`src/rtl/ccr_pkg.sv`:
```
// Shared condition-code definitions for the LC-3b datapath flag logic.
package ccr_pkg;

    localparam int CC_N = 2;
    localparam int CC_Z = 1;
    localparam int CC_P = 0;

    typedef logic [2:0] nzp_t;

    localparam nzp_t NZP_RESET = 3'b010;

    function automatic logic br_eval(input nzp_t mask, input nzp_t flags);
        return |(mask & flags);
    endfunction

endpackage

```
`src/rtl/nzp_classify.sv`:
```
// Combinational result classifier: sign / zero / positive as a one-hot nzp_t.
module nzp_classify
    import ccr_pkg::*;
#(
    parameter int WIDTH = 16
) (
    input  logic [WIDTH-1:0] result,
    output nzp_t             nzp
);

    logic neg, zero;

    assign neg  = result[WIDTH-1];
    assign zero = (result == '0);

    always_comb begin
        nzp       = '0;
        nzp[CC_N] = neg;
        nzp[CC_Z] = zero;
        nzp[CC_P] = ~neg & ~zero;
    end

endmodule

```
`src/rtl/ccr_stack.sv`:
```
// N/Z/P condition-code register with a LIFO save stack for trap/interrupt entry
// and RTI, plus branch-condition evaluation. State updates on the falling edge.
module ccr_stack
    import ccr_pkg::*;
#(
    parameter  int WIDTH = 16,
    parameter  int DEPTH = 4,
    localparam int CNT_W = $clog2(DEPTH + 1)
) (
    input  logic             clk,
    input  logic             reset,
    input  logic [WIDTH-1:0] result,
    input  logic             write,
    input  logic             push,
    input  logic             pop,
    input  logic             clr_err,
    input  logic [2:0]       br_nzp,
    output logic             n,
    output logic             z,
    output logic             p,
    output logic             br_taken,
    output logic [CNT_W-1:0] count,
    output logic             full,
    output logic             empty,
    output logic             err
);

    localparam int IDX_W = (DEPTH > 1) ? $clog2(DEPTH) : 1;

    nzp_t             flags, flags_nxt, cls, top;
    nzp_t             stack [DEPTH];
    logic [CNT_W-1:0] cnt_nxt;
    logic [IDX_W-1:0] wr_idx, rd_idx;
    logic             wr_rq, push_rq, pop_rq, clr_rq;
    logic             do_push, do_pop, misuse, err_nxt;

    nzp_classify #(.WIDTH(WIDTH)) u_cls (
        .result (result),
        .nzp    (cls)
    );

    assign wr_rq   = ~write;
    assign push_rq = ~push;
    assign pop_rq  = ~pop;
    assign clr_rq  = ~clr_err;

    assign full  = (count == CNT_W'(DEPTH));
    assign empty = (count == '0);

    // Push slot is the current count; pop reads the entry just below it.
    assign wr_idx = IDX_W'(count);
    assign rd_idx = IDX_W'(count - 1'b1);
    assign top    = stack[rd_idx];

    always_comb begin
        do_push   = push_rq & ~pop_rq & ~full;
        do_pop    = pop_rq & ~push_rq & ~empty;
        misuse    = (push_rq & pop_rq) | (push_rq & ~pop_rq & full) | (pop_rq & ~push_rq & empty);

        flags_nxt = flags;
        if (do_pop)
            flags_nxt = top;
        else if (wr_rq)
            flags_nxt = cls;

        cnt_nxt = count;
        if (do_push)
            cnt_nxt = count + 1'b1;
        else if (do_pop)
            cnt_nxt = count - 1'b1;

        // A fresh misuse on the same edge as a clear leaves err set.
        err_nxt = err;
        if (misuse)
            err_nxt = 1'b1;
        else if (clr_rq)
            err_nxt = 1'b0;
    end

    always_ff @(negedge clk or negedge reset) begin
        if (!reset) begin
            flags <= NZP_RESET;
            count <= '0;
            err   <= 1'b0;
        end else begin
            flags <= flags_nxt;
            count <= cnt_nxt;
            err   <= err_nxt;
        end
    end

    // Stack contents are don't-care after reset, so no reset term here.
    always_ff @(negedge clk) begin
        if (do_push)
            stack[wr_idx] <= flags;
    end

    assign n        = flags[CC_N];
    assign z        = flags[CC_Z];
    assign p        = flags[CC_P];
    assign br_taken = br_eval(br_nzp, flags);

endmodule

```
`config.mk`:
```
export PLATFORM = sky130hd
export DESIGN_NAME = ccr_stack
export DESIGN_NICKNAME = d
export VERILOG_FILES = /design/src/rtl/ccr_pkg.sv /design/src/rtl/nzp_classify.sv /design/src/rtl/ccr_stack.sv
export SDC_FILE = /design/constraint.sdc
export NUM_CORES = 1
export LEC_CHECK = 0
export CAP_MARGIN = 20
export CORE_AREA = 2 2 53 55
export CTS_CLUSTER_DIAMETER = 120
export DETAILED_ROUTE_END_ITERATION = 8
export DIE_AREA = 0 0 55 57
export PLACE_DENSITY = 0.69
export SLEW_MARGIN = 30
export SYNTH_ARGS = -nofsm -noshare
export SYNTH_HDL_FRONTEND = slang
export SYNTH_SLANG_ARGS = --single-unit
```
`constraint.sdc`:
```
create_clock -name clk -period 2.1 [get_ports clk]
set_input_delay 0.525 -clock clk [delete_from_list [all_inputs] [get_ports clk]]
set_output_delay 0.525 -clock clk [all_outputs]
set_load 0.05 [all_outputs]
```
==> metrics.md, run 1 <==
| Metric | Value |
|---|---|
| Status | finished with violations |
| Failing checks | setup timing |
| Final TNS setup | -7640 ps |
| Antenna Cells | 0 |
| Top cell type's share of synthesized area | 38.2% |
| Final setup margin | -802 ps |
| Total GRT Usage | 18.3% |
| M2 GR Usage | between 30% and 40% |
| Clk sinks | 19 |
| Die W | 55 µm |
| Lkg Pwr | approximately 0.8 nW |
| CP startpoint | count[1]$_DFFE_NN0P_ |
| Post-synth EDFFs | 12 |
| DRT Pass-1 Iters | 4 |
| Later-pin clock latency in the skew report | 380 ps |
| Post-synth top cells | edfxtp_1 (12), dfrtn_1 (6), ha_1 (6), inv_1 (5), nor2_1 (5) |
| Clock tree from TritonCTS | done |
| Layout Skew | 84.0 ps |
| Die height | 57 µm |
| Yosys cell types | 28 |
| Fillers | 182 |
| R2r startpoint | count[1]$_DFFE_NN0P_ |
| YS warnings | 0 |
| Initial DRC count | 23 |
| DRC Markers | 0 |
| Critical path destination | empty |
| Core Util, Final | 70.2% |
| GRT busiest layer | met2 |
| Initial Utilization | 36.0% |
| Power per standard cell area | 1390 nW/µm² |
| Share of cells above drive strength 1 | a little over half |
| Count leader, synth | edfxtp_1 |
| Area Overhead vs Synth | 94.8% |
| # port buffers | 34 |
| Worst path required time | 1570 ps |
| Slew Viols, Final | 0 |
| # IOs | 35 |
| Measured slew at the worst slew-check pin | ~400 ps |
| Synthesized instance count | 71 |
| Vias in the first global route | 866 |
| Register area | 541 µm² |
| Die ar. | approximately 3100 µm² |
| Kind of critical path | reg -> out |
| Routed vias/inst | slightly below 5 |
| R2R Setup Slk | between 200 and 250 ps |
| Worst-path clk slew | 80 ps |
| M1 GR Usage | 23.3% |
| Hold WS | 617 ps |
| Main flop type after synthesis | edfxtp_1 |
| Power, Total | approximately 2.5 mW |
| Hold crit path type | reg -> reg |
| Synthesized area per cell | 13.3 µm² |
| Critical path startpoint category | flip-flop |
| Detailed Place HPWL | 1990 µm |
| Rel. slew slack | roughly 73% |
| #FFs+latches synth | 19 |
| Antenna Nets Post-Route | 0 |
| Core area | 2620 µm² |
| Final Hold Fails | 0 |
| RePlAce Congestion | between 0.7 and 0.8 |
| DR WL/cell | 16.1 µm |
| Max-Cap Viols | 0 |
| Async set-reset flop share out of synthesis | 36.8% |
| Clock Tree Root | clkbuf_4 |
| Initial antenna violation count | 0 |
| R2R depth | 8 |
| Post-Route WL | 2800 µm |
| Area contributors post-synth | edfxtp_1 (38%), dfrtn_1 (16%), ha_1 (8.0%), mux4_2 (7.2%), dfstp_2 (2.8%) |
| Endpoints failing setup | 27 |
| Area of the multi-input gates | 513 µm² |
| Clock buffer count from CTS | 3 |
| Max FO, Critical Path | 3 |
| Dpl ws | -973 ps |
| Critical Path AT | 2380 ps |
| Peak VDD IR | between 1 and 1.5 mV |
| GRT overflow | 0 |
| Global Route met3 Usage | 2.36% |
| First-pass GRT wire length | 3990 µm |
| H-tree Lvls | 1 |
| CP endpoint kind | output port |
| Mapped Nets | 102 |
| # nets final | ~180 |
| Via count | 861 |
| Reg2reg end | count[1]$_DFFE_NN0P_ |
| Yosys top cell by area | edfxtp_1 |
| Post-Syn Area | about 940 µm² |
| RSZ-0062 raised after global routing | yes |
| Post-synthesis sequential area ratio | 57.0% |
| Clock Path Buffers | 2 |
| Site Rows | 19 |
| Largest net degree at the start of global routing | 12 |
worst min path at each step:
stage                     cells past startpoint                    end  slack, ps                   from
after floorplan                               3   flags[2]$_DFFE_NN0P_        530  stack[1][2]$_DFFE_NP_
after global placement                        1        err$_DFFE_NN0P_        530        err$_DFFE_NN0P_
after detailed placement                      1        err$_DFFE_NN0P_        550        err$_DFFE_NN0P_
after CTS                                     2   count[0]$_DFFE_NN0P_        610   count[0]$_DFFE_NN0P_
after global routing                          1  stack[1][2]$_DFFE_NP_        630   flags[2]$_DFFE_NN0P_
final                                         1  stack[1][2]$_DFFE_NP_        620   flags[2]$_DFFE_NN0P_
timing repair:
item                       CTS  global route
hold buffers                 0             0
resized for setup           86            10
setup endpoints to repair   29            27
pin swaps                   16            10
buffers inserted             1            12
area by class of cell:
| type | instances | share of cell area, % |
|---|---|---|
| timing repair buffer | 58 | 33.5 |
| sequential | 19 | 29.4 |
| multi-input combinational | 44 | 27.9 |
| clock inverter | 14 | 4.29 |
| tap | 31 | 2.11 |
| inverter | 5 | 1.43 |
| clock buffer | 3 | 1.23 |
cells by family after synthesis:
logic type                 count (synthesis)  share of synthesized area (%)
AOI/OAI and AO/OA                         12                           9.03
xor gates and xnor gates                   1                          0.930
adders and majority gates                  6                           7.97
buffers and inverters                      8                           3.45
DFF                                       19                           57.0
muxes                                      5                           9.83
and+or+nand+nor                           20                           11.8
power breakdown:
group | switching (mW) | leakage, nW | internal [mW]
sequential | 0.0593 | 0.190 | 0.516
combinational | 0.750 | 0.526 | 0.809
clock | 0.190 | 0.0972 | 0.225
flip-flops by register name, summed over array words and instances, names as in the netlist:
name	flops
stack	12
count	3
flags	3
err	1
critical path: stages, from the launching register on:
cell and delay [ps]:
dfrtn_1 470, inv_2 90, ha_4 170, ha_4 160, buf_8 140
stage by stage:
stage	cell area (µm²)	cells
after detailed placement	1590	148
final	1840	174
after floorplan	1050	71
after global placement	1590	148
after global routing	1840	174
after CTS	1730	165
layout by cell type, fill, tap and decap left out, types with 4 or more instances in the layout:
master           synthesis  final
buf_8                    0      4
dfrtn_1                  6      6
clkdlybuf4s15_1          0      4
buf_4                    0     19
buf_6                    0     11
edfxtp_1                12     12
nor2_1                   5      4
clkdlybuf4s50_1          0      5
nor4_4                   0      4
buf_2                    2      6
and2_4                   0      4
buf_12                   0      8
inv_1                    5     14
per-layer routing:
| metal | vias up | wire, µm |
|---|---|---|
| met1 | 425 | 1190 |
| met5 | - | 0 |
| li1 | 407 | - |
| met2 | 25 | 1460 |
| met4 | 0 | 40 |
| met3 | 4 | 109 |
(Power assumes the default switching activity.)
==> inputs of run 2 (changes only) <==
Settings changed: MAX_ROUTING_LAYER set to met4.
==> run 2 against run 1 <==
- the flow still finishes with violations (setup timing)
- clock skew shrank 2.3 ps
- combinational power is essentially flat
- cell area unchanged
- register-to-register slack about the same
- sequential share of layout area is the same
- non-clock buffer count is the same
- first-iteration DRC count did not move
- global-route usage up 0.54 points
- clock power about the same
- hold slack worse by 0.84 ps
- wire length grew 0.25%
- critical path type unchanged
- critical endpoint unchanged
- largest power group unchanged
- highest routed layer unchanged
==> metrics.md, run 2 (same netlist as run 1, synthesis figures left out) <==
| Metric | Value |
|---|---|
| Worst-path clk slew | roughly 80 ps |
| Clock Path Buffers | 2 |
| Site Rows | 19 |
| Power, Total | 2.55 mW |
| Die ar. | 3140 µm² |
| Dpl ws | -973 ps |
| Hold WS | 616 ps |
| Clock Tree Root | clkbuf_4 |
| Core Util, Final | a little over two thirds |
| Core area | 2620 µm² |
| Clock buffer count from CTS | 3 |
| Antenna Nets Post-Route | 0 |
| Total GRT Usage | a little under a fifth |
| Die W | 55 µm |
| Rel. slew slack | 73.3% |
| Slew Viols, Final | 0 |
| DRT Pass-1 Iters | 4 |
| Peak VDD IR | 1.23 mV |
| Lkg Pwr | 0.813 nW |
| DRC Markers | 0 |
| Layout Skew | 81.7 ps |
| Initial DRC count | 23 |
| R2R Setup Slk | 230 ps |
| DR WL/cell | 16.1 µm |
| RePlAce Congestion | ~0.78 |
| Most frequent cells in the layout | buf_4 (19), inv_1 (14), edfxtp_1 (12) |
| First-pass GRT wire length | ~4000 µm |
| RSZ-0062 raised after global routing | yes |
| Final TNS setup | -7610 ps |
| # nets final | between 150 and 200 |
| Max-Cap Viols | 0 |
| Initial Utilization | 36.0% |
| Most common cell after layout, fill and taps aside | buf_4 |
| Clk sinks | 19 |
| Hold crit path type | reg -> reg |
| Area Overhead vs Synth | 94.8% |
| Largest regs | stack x12, count x3, flags x3 |
| Final setup margin | -803 ps |
| Post-Route WL | between 2000 and 3000 µm |
| Number of flip-flops in the largest register | 12 |
| Antenna Cells | 0 |
| Status | finished with violations |
| Measured slew at the worst slew-check pin | 400 ps |
| Failing checks | setup timing |
| # port buffers | 34 |
| Critical path startpoint category | flip-flop |
| Power per standard cell area | 1390 nW/µm² |
| Via count | 860 |
| Hold Buf Count CTS | 0 |
| Die height | 57 µm |
| Routed vias/inst | slightly below 5 |
| Later-pin clock latency in the skew report | 380 ps |
| Clock tree from TritonCTS | done |
| Top reg by flops | stack |
| H-tree Lvls | 1 |
| CP endpoint kind | output port |
| Largest net degree at the start of global routing | 12 |
| Vias in the first global route | ~870 |
| GRT overflow | 0 |
| Final Hold Fails | 0 |
| Critical Path AT | 2380 ps |
| Kind of critical path | reg -> out |
| Worst path required time | 1570 ps |
| Endpoints failing setup | 27 |
| Initial antenna violation count | 0 |
| Max FO, Critical Path | 3 |
| Detailed Place HPWL | 1990 µm |
| # IOs | 35 |
| Share of cells above drive strength 1 | between 50% and 60% |
## run 2: layout make-up
| cell class | count | area [µm²] |
|---|---|---|
| inverter | 5 | 26.3 |
| multi-input combinational | 44 | 513 |
| clock inverter | 14 | 78.8 |
| clock buffer | 3 | 22.5 |
| fill | 182 | 779 |
| sequential | 19 | 541 |
| timing repair buffer | 58 | 616 |
| tap | 31 | 38.8 |
## run 2: timing repair
action | 4_1_cts | 5_1_grt
setup buffers | 1 | 12
pin swaps | 16 | 10
endpoints found under the setup margin | 29 | 27
resized for setup | 86 | 10
## run 2: final timing paths
path                                       from                    end  depth (start not counted)
setup / recovery           count[1]$_DFFE_NN0P_                  empty                          4
hold / removal             flags[2]$_DFFE_NN0P_  stack[1][2]$_DFFE_NP_                          1
setup reg to reg           count[1]$_DFFE_NN0P_   count[1]$_DFFE_NN0P_                          8
hold reg to reg            flags[2]$_DFFE_NN0P_  stack[1][2]$_DFFE_NP_                          1
max in group asynchronous                 reset   count[1]$_DFFE_NN0P_                          2
min in group asynchronous                 reset   flags[0]$_DFFE_NN0P_                          2
## run 2: stage by stage
step	std cells	instance area (µm²)
3_3_place_gp	148	1590
2_1_floorplan	71	1050
3_5_place_dp	148	1590
5_1_grt	174	1840
4_1_cts	165	1730
6_report	174	1840
## run 2: worst max-delay path: stages (launching register included)
cell     delay [ps]
dfrtn_1         470
inv_2            90
ha_4            170
ha_4            150
buf_8           140
## run 2: where the power goes
part           leakage [nW]  internal, mW  switching (mW)  total (mW)
registers             0.190         0.516          0.0581       0.574
clock network        0.0972         0.225           0.192       0.417
logic                 0.526         0.810           0.748        1.56
total                 0.813          1.55           0.997        2.55
## run 2: layer usage
metal	track usage (%)	wire (µm)
met5	-	0
met4	6.27	40
met3	1.57	131
met2	31.3	1460
met1	23.8	1180
==> RTL edit 1: new RTL, config.mk and constraints of run 2 <==
`WIDTH` is set to 16 in 2 places; all go to 14.
--- a/src/rtl/nzp_classify.sv
+++ b/src/rtl/nzp_classify.sv
@@ -4,3 +4,3 @@
 #(
-    parameter int WIDTH = 16
+    parameter int WIDTH = 14
 ) (
--- a/src/rtl/ccr_stack.sv
+++ b/src/rtl/ccr_stack.sv
@@ -5,3 +5,3 @@
 #(
-    parameter  int WIDTH = 16,
+    parameter  int WIDTH = 14,
     parameter  int DEPTH = 4,
Ports: changed (resized result); port bits go from 35 to 33. The function was not compared with the original's and may differ.
==> RTL edit 1 against run 2 <==
  * The run still ends with negative setup slack left
  * Sequential cell count stayed put
  * Setup slack got worse by 0.0022 ns
  * Die area unchanged
  * Synthesized cell count unchanged
  * Critical path depth stayed put
  * Synthesized area is 0.27% lower
  * Routed wire length fell by 4.4%
  * Global-route usage grew 1.2 points
  * Design area fell by 3.4%
  * Non-clock buffer count decreased by 3
  * Power fell by 6.1%
  * Largest power group unchanged
==> RTL edit 1: results (changes against run 2) <==
Status:
- The flow ran to the end, but the final reports show violations.
- The final reports fail on negative setup slack.

Timing:
- The total of endpoints with negative setup slack in the final report came to 27 (unchanged).
- The slew at the pin closest to its max-slew limit is 0.3895 ns (-0.01043 ns).
- The least setup slack across all paths after layout was -0.8054 ns (-0.002163 ns).

Power:
- The reported net switching power is 974.2 uW (-2.3%).
- The leakage power of the design is 0.0007940 uW (-2.4%).

Detailed routing:
- The first-pass detailed-route iteration total came to 4 (unchanged).
- The detail-routed net length per standard cell is 15.67 um (-2.7%).
- The total via count after detailed routing is 823 (-4.3%).
- The iteration-0 DRC count of the detailed router is 13 (-43%).

GRT:
- The overall routing resource usage is 20.00% (+1.2 points).
- The maximum number of pins on one net before global-route repair is 12 (unchanged).
- The via count of the first global-routing pass is 891 (+2.9%).
- The wire length of the first global-routing pass is 4229 um (+6.0%).

Yosys:
- Sorting the synthesized cells by how often they occur yields sky130_fd_sc_hd__edfxtp_1 (12), sky130_fd_sc_hd__dfrtn_1 (6), sky130_fd_sc_hd__ha_1 (6), sky130_fd_sc_hd__nor2_1 (6), sky130_fd_sc_hd__inv_1 (5).
- Yosys attributes the largest share of cell area to sky130_fd_sc_hd__edfxtp_1 (38%), sky130_fd_sc_hd__dfrtn_1 (16%), sky130_fd_sc_hd__ha_1 (8.0%).

Placed design:
- The estimated wirelength of the detail-placed design is 2050 um (+2.9%).
- The count of input and output buffers is 32 (-5.9%).
- The post-placement cell area is 1578 um^2 (-0.87%).
- The routability congestion estimate came to 0.8499 (+9.7%).

Cells and area:
- The number of nets in the layout is 170 (-2.9%).
- The number of fill cells in the layout is 189 (+3.8%).
- The layout cell share with drive strength beyond 1 was 53.57% (-0.97 points).

Clocking:
- The clock edge transition at the registers on the reported setup and hold paths is 0.08 ns (about the same).

Critical path:
- The number of cells on the worst reg-to-reg path is 9 (+1).
[RTL edit 1: changes by cell type after synthesis, sizes merged]
cell  delta
nor2     +1
nor4     -1
[RTL edit 1: final cells by class]
type	count	area share (%)
Timing Repair Buffer	55	33.24
Sequential cell	19	30.49
Multi-Input combinational cell	44	28.09
Clock inverter	14	3.246
Tap cell	31	2.188
Inverter	5	1.482
Clock buffer	3	1.270
[RTL edit 1: what timing repair did]
| item | CTS | global route |
|---|---|---|
| setup buffers | 7 | 2 |
| pin swaps | 17 | 11 |
| setup endpoints to repair | 29 | 27 |
| gates resized for setup | 79 | 10 |
[RTL edit 1: routing by layer]
metal	GRT usage (%)	part of all wire [%]	vias up	wire length (um)
li1	-	-	400	-
met1	23.36	40	410	1069
met2	32.99	57	11	1541
met3	4.450	1.5	2	41
met4	7.317	1.0	0	28
met5	-	0	-	0
[RTL edit 1: worst min-delay path by stage]
stage	from	endpoint	slack, ns	depth (start not counted)
finish	err	err	0.53	1
global route	err	err	0.57	1
CTS	err	err	0.54	1
detailed placement	err	err	0.54	1
global placement	err	err	0.53	1
floorplan	stack[1][2]	flags[2]	0.53	3
[RTL edit 1: worst max-delay path: cells and delay by family (launching register included)]
kind	cells	cell delay, ns
flops	1	0.46
fa+ha+maj	2	0.34
buf+inv	2	0.23
[RTL edit 1: cell families after synthesis]
kind of cell | synth area share [%]
flip-flops | 57.12
buffers and inverters | 3.462
AND/OR/NAND/NOR | 11.59
XOR/XNOR | 0.9323
multiplexers | 9.853
adder cells (fa/ha/maj) | 7.989
AO/OA/AOI/OAI | 9.055
[RTL edit 1: metrics by stage]
stage               setup slack (ns)  TNS, ns  hold slack, ns  total power [uW]
floorplan                    -0.8116   -7.483          0.5320              1330
global placement             -0.9060   -18.38          0.5290              1905
detailed placement           -0.9694   -19.47          0.5396              1924
CTS                          -0.8047   -7.496          0.5414              2384
global route                 -0.8715   -8.440          0.5687              2514
finish                       -0.8054   -7.553          0.5348              2393
[RTL edit 1: power groups by stage]
stage               clock network, uW  registers (uW)  logic [uW]
finish                            291             576        1530
global placement                 40.2             577        1290
global route                      335             584        1600
CTS                               303             572        1510
detailed placement               40.2             578        1310
floorplan                        40.2             771         519
==> RTL edit 2: new RTL, settings of run 2 <==
Made on the original files. Make the reset (`reset`) synchronous in one clocked block.
--- a/src/rtl/ccr_stack.sv
+++ b/src/rtl/ccr_stack.sv
@@ -79,3 +79,3 @@
 
-    always_ff @(negedge clk or negedge reset) begin
+    always_ff @(negedge clk) begin
         if (!reset) begin
Check against the original RTL: differs if reset is asserted again (counterexample within 4 cycles, from zero or initial values and one cycle with reset low); with reset held inactive, the same outputs for 10 cycles.
==> RTL edit 2 against run 2 <==
  * Count of clock-buffer cells in the layout unchanged
  * Clock skew down 0.067 ns
  * Critical path type unchanged
  * Critical endpoint is now br_taken
  * Cell count up 13%
  * Routed wire length up 11%
  * Largest cell class unchanged
  * The flow still finishes with violations (negative setup slack)
  * Sequential cell count unchanged
  * Synthesized area up 0.13%
  * Setup slack better by 0.065 ns
  * Design area up 6.5%
Power is not compared: it rests on default switching activity, and its combinational part moved more than twofold at a synthesized area within 25%.
==> RTL edit 2: results (changes against run 2) <==
Critical path:
- The slowest library cell on the worst path is sky130_fd_sc_hd__a222oi_1.
- The endpoint identified for the worst register-to-register timing path is count[2].
- The biggest cell delay along the critical path is 0.35 ns (-0.12 ns).
- The number of cells on the worst reg-to-reg path came to 9 (+1).
- The critical path capture point is br_taken.
- The arrival time at the worst endpoint is 2.31 ns (-0.07 ns).
- The worst reg-to-reg setup slack is 0.14 ns (-0.09 ns).
- The worst reg2reg path startpoint is count[0].

Cells and area:
- The number of nets in the layout is 198 (+13%).

Detailed routing:
- The mean number of vias per cell is 5.020 (+1.6%).
- The total wirelength of the detailed-routed design is 3103 um (+11%).
- The iteration-0 DRC count of the detailed router was 21 (-8.7%).

Placed design:
- The routability congestion estimate is 0.7841 (+1.2%).
- The post-placement cell area is 1610 um^2 (+1.2%).
- The estimated wirelength of the detail-placed design is 1815 um (-8.9%).

Yosys:
- The portion of the post-synthesis area used by sequential elements is 53.05% (-3.9 points).
- The xor and xnor fraction of the mapped netlist area is 0% (-0.93 points).

Worst hold path:
- In this run the most critical hold path is launched from err.
- The number of stages on the worst hold path was 2 (+1).

Timing:
- The largest clock skew in the final design is 0.01442 ns (-0.06730 ns).
- The total of endpoints with negative setup slack in the final report is 23 (-15%).
- The final worst hold slack is 0.5450 ns (-0.07079 ns).
- The least setup slack across all paths after layout is -0.7387 ns (+0.06457 ns).

GRT:
- The overall routing resource usage is 20.93% (+2.1 points).
- The wire length of the first global-routing pass is 4471 um (+12%).

Status:
- The final reports fail on negative setup slack.
- The flow ran to the end, but the final reports show violations.
==> RTL edit 2: cell types whose count changed after synthesis, moves of 2 or more <==
cell / change
sky130_fd_sc_hd__a211oi_1: +2
sky130_fd_sc_hd__buf_2: -2
sky130_fd_sc_hd__buf_6: +2
sky130_fd_sc_hd__dfrtn_1: -6
sky130_fd_sc_hd__dfxtp_1: +7
sky130_fd_sc_hd__inv_1: +2
sky130_fd_sc_hd__nor3_1: +2
sky130_fd_sc_hd__or3_1: +2
==> RTL edit 2: metal layers <==
layer	share of wire, %	global-route usage (%)	vias up
met5	0	-	-
met4	2.8	8.362	0
met3	9.0	7.853	9
met2	50	33.84	45
met1	38	22.66	464
li1	-	-	471
==> RTL edit 2: area by class of cell <==
cell class	instances	share of cell area, %
multi-input cells	49	29.26
inverters	6	1.601
repair buffers	69	34.12
flip-flops and latches	19	26.70
clock buffers	3	1.152
well taps	31	1.985
clock inverters	20	5.186
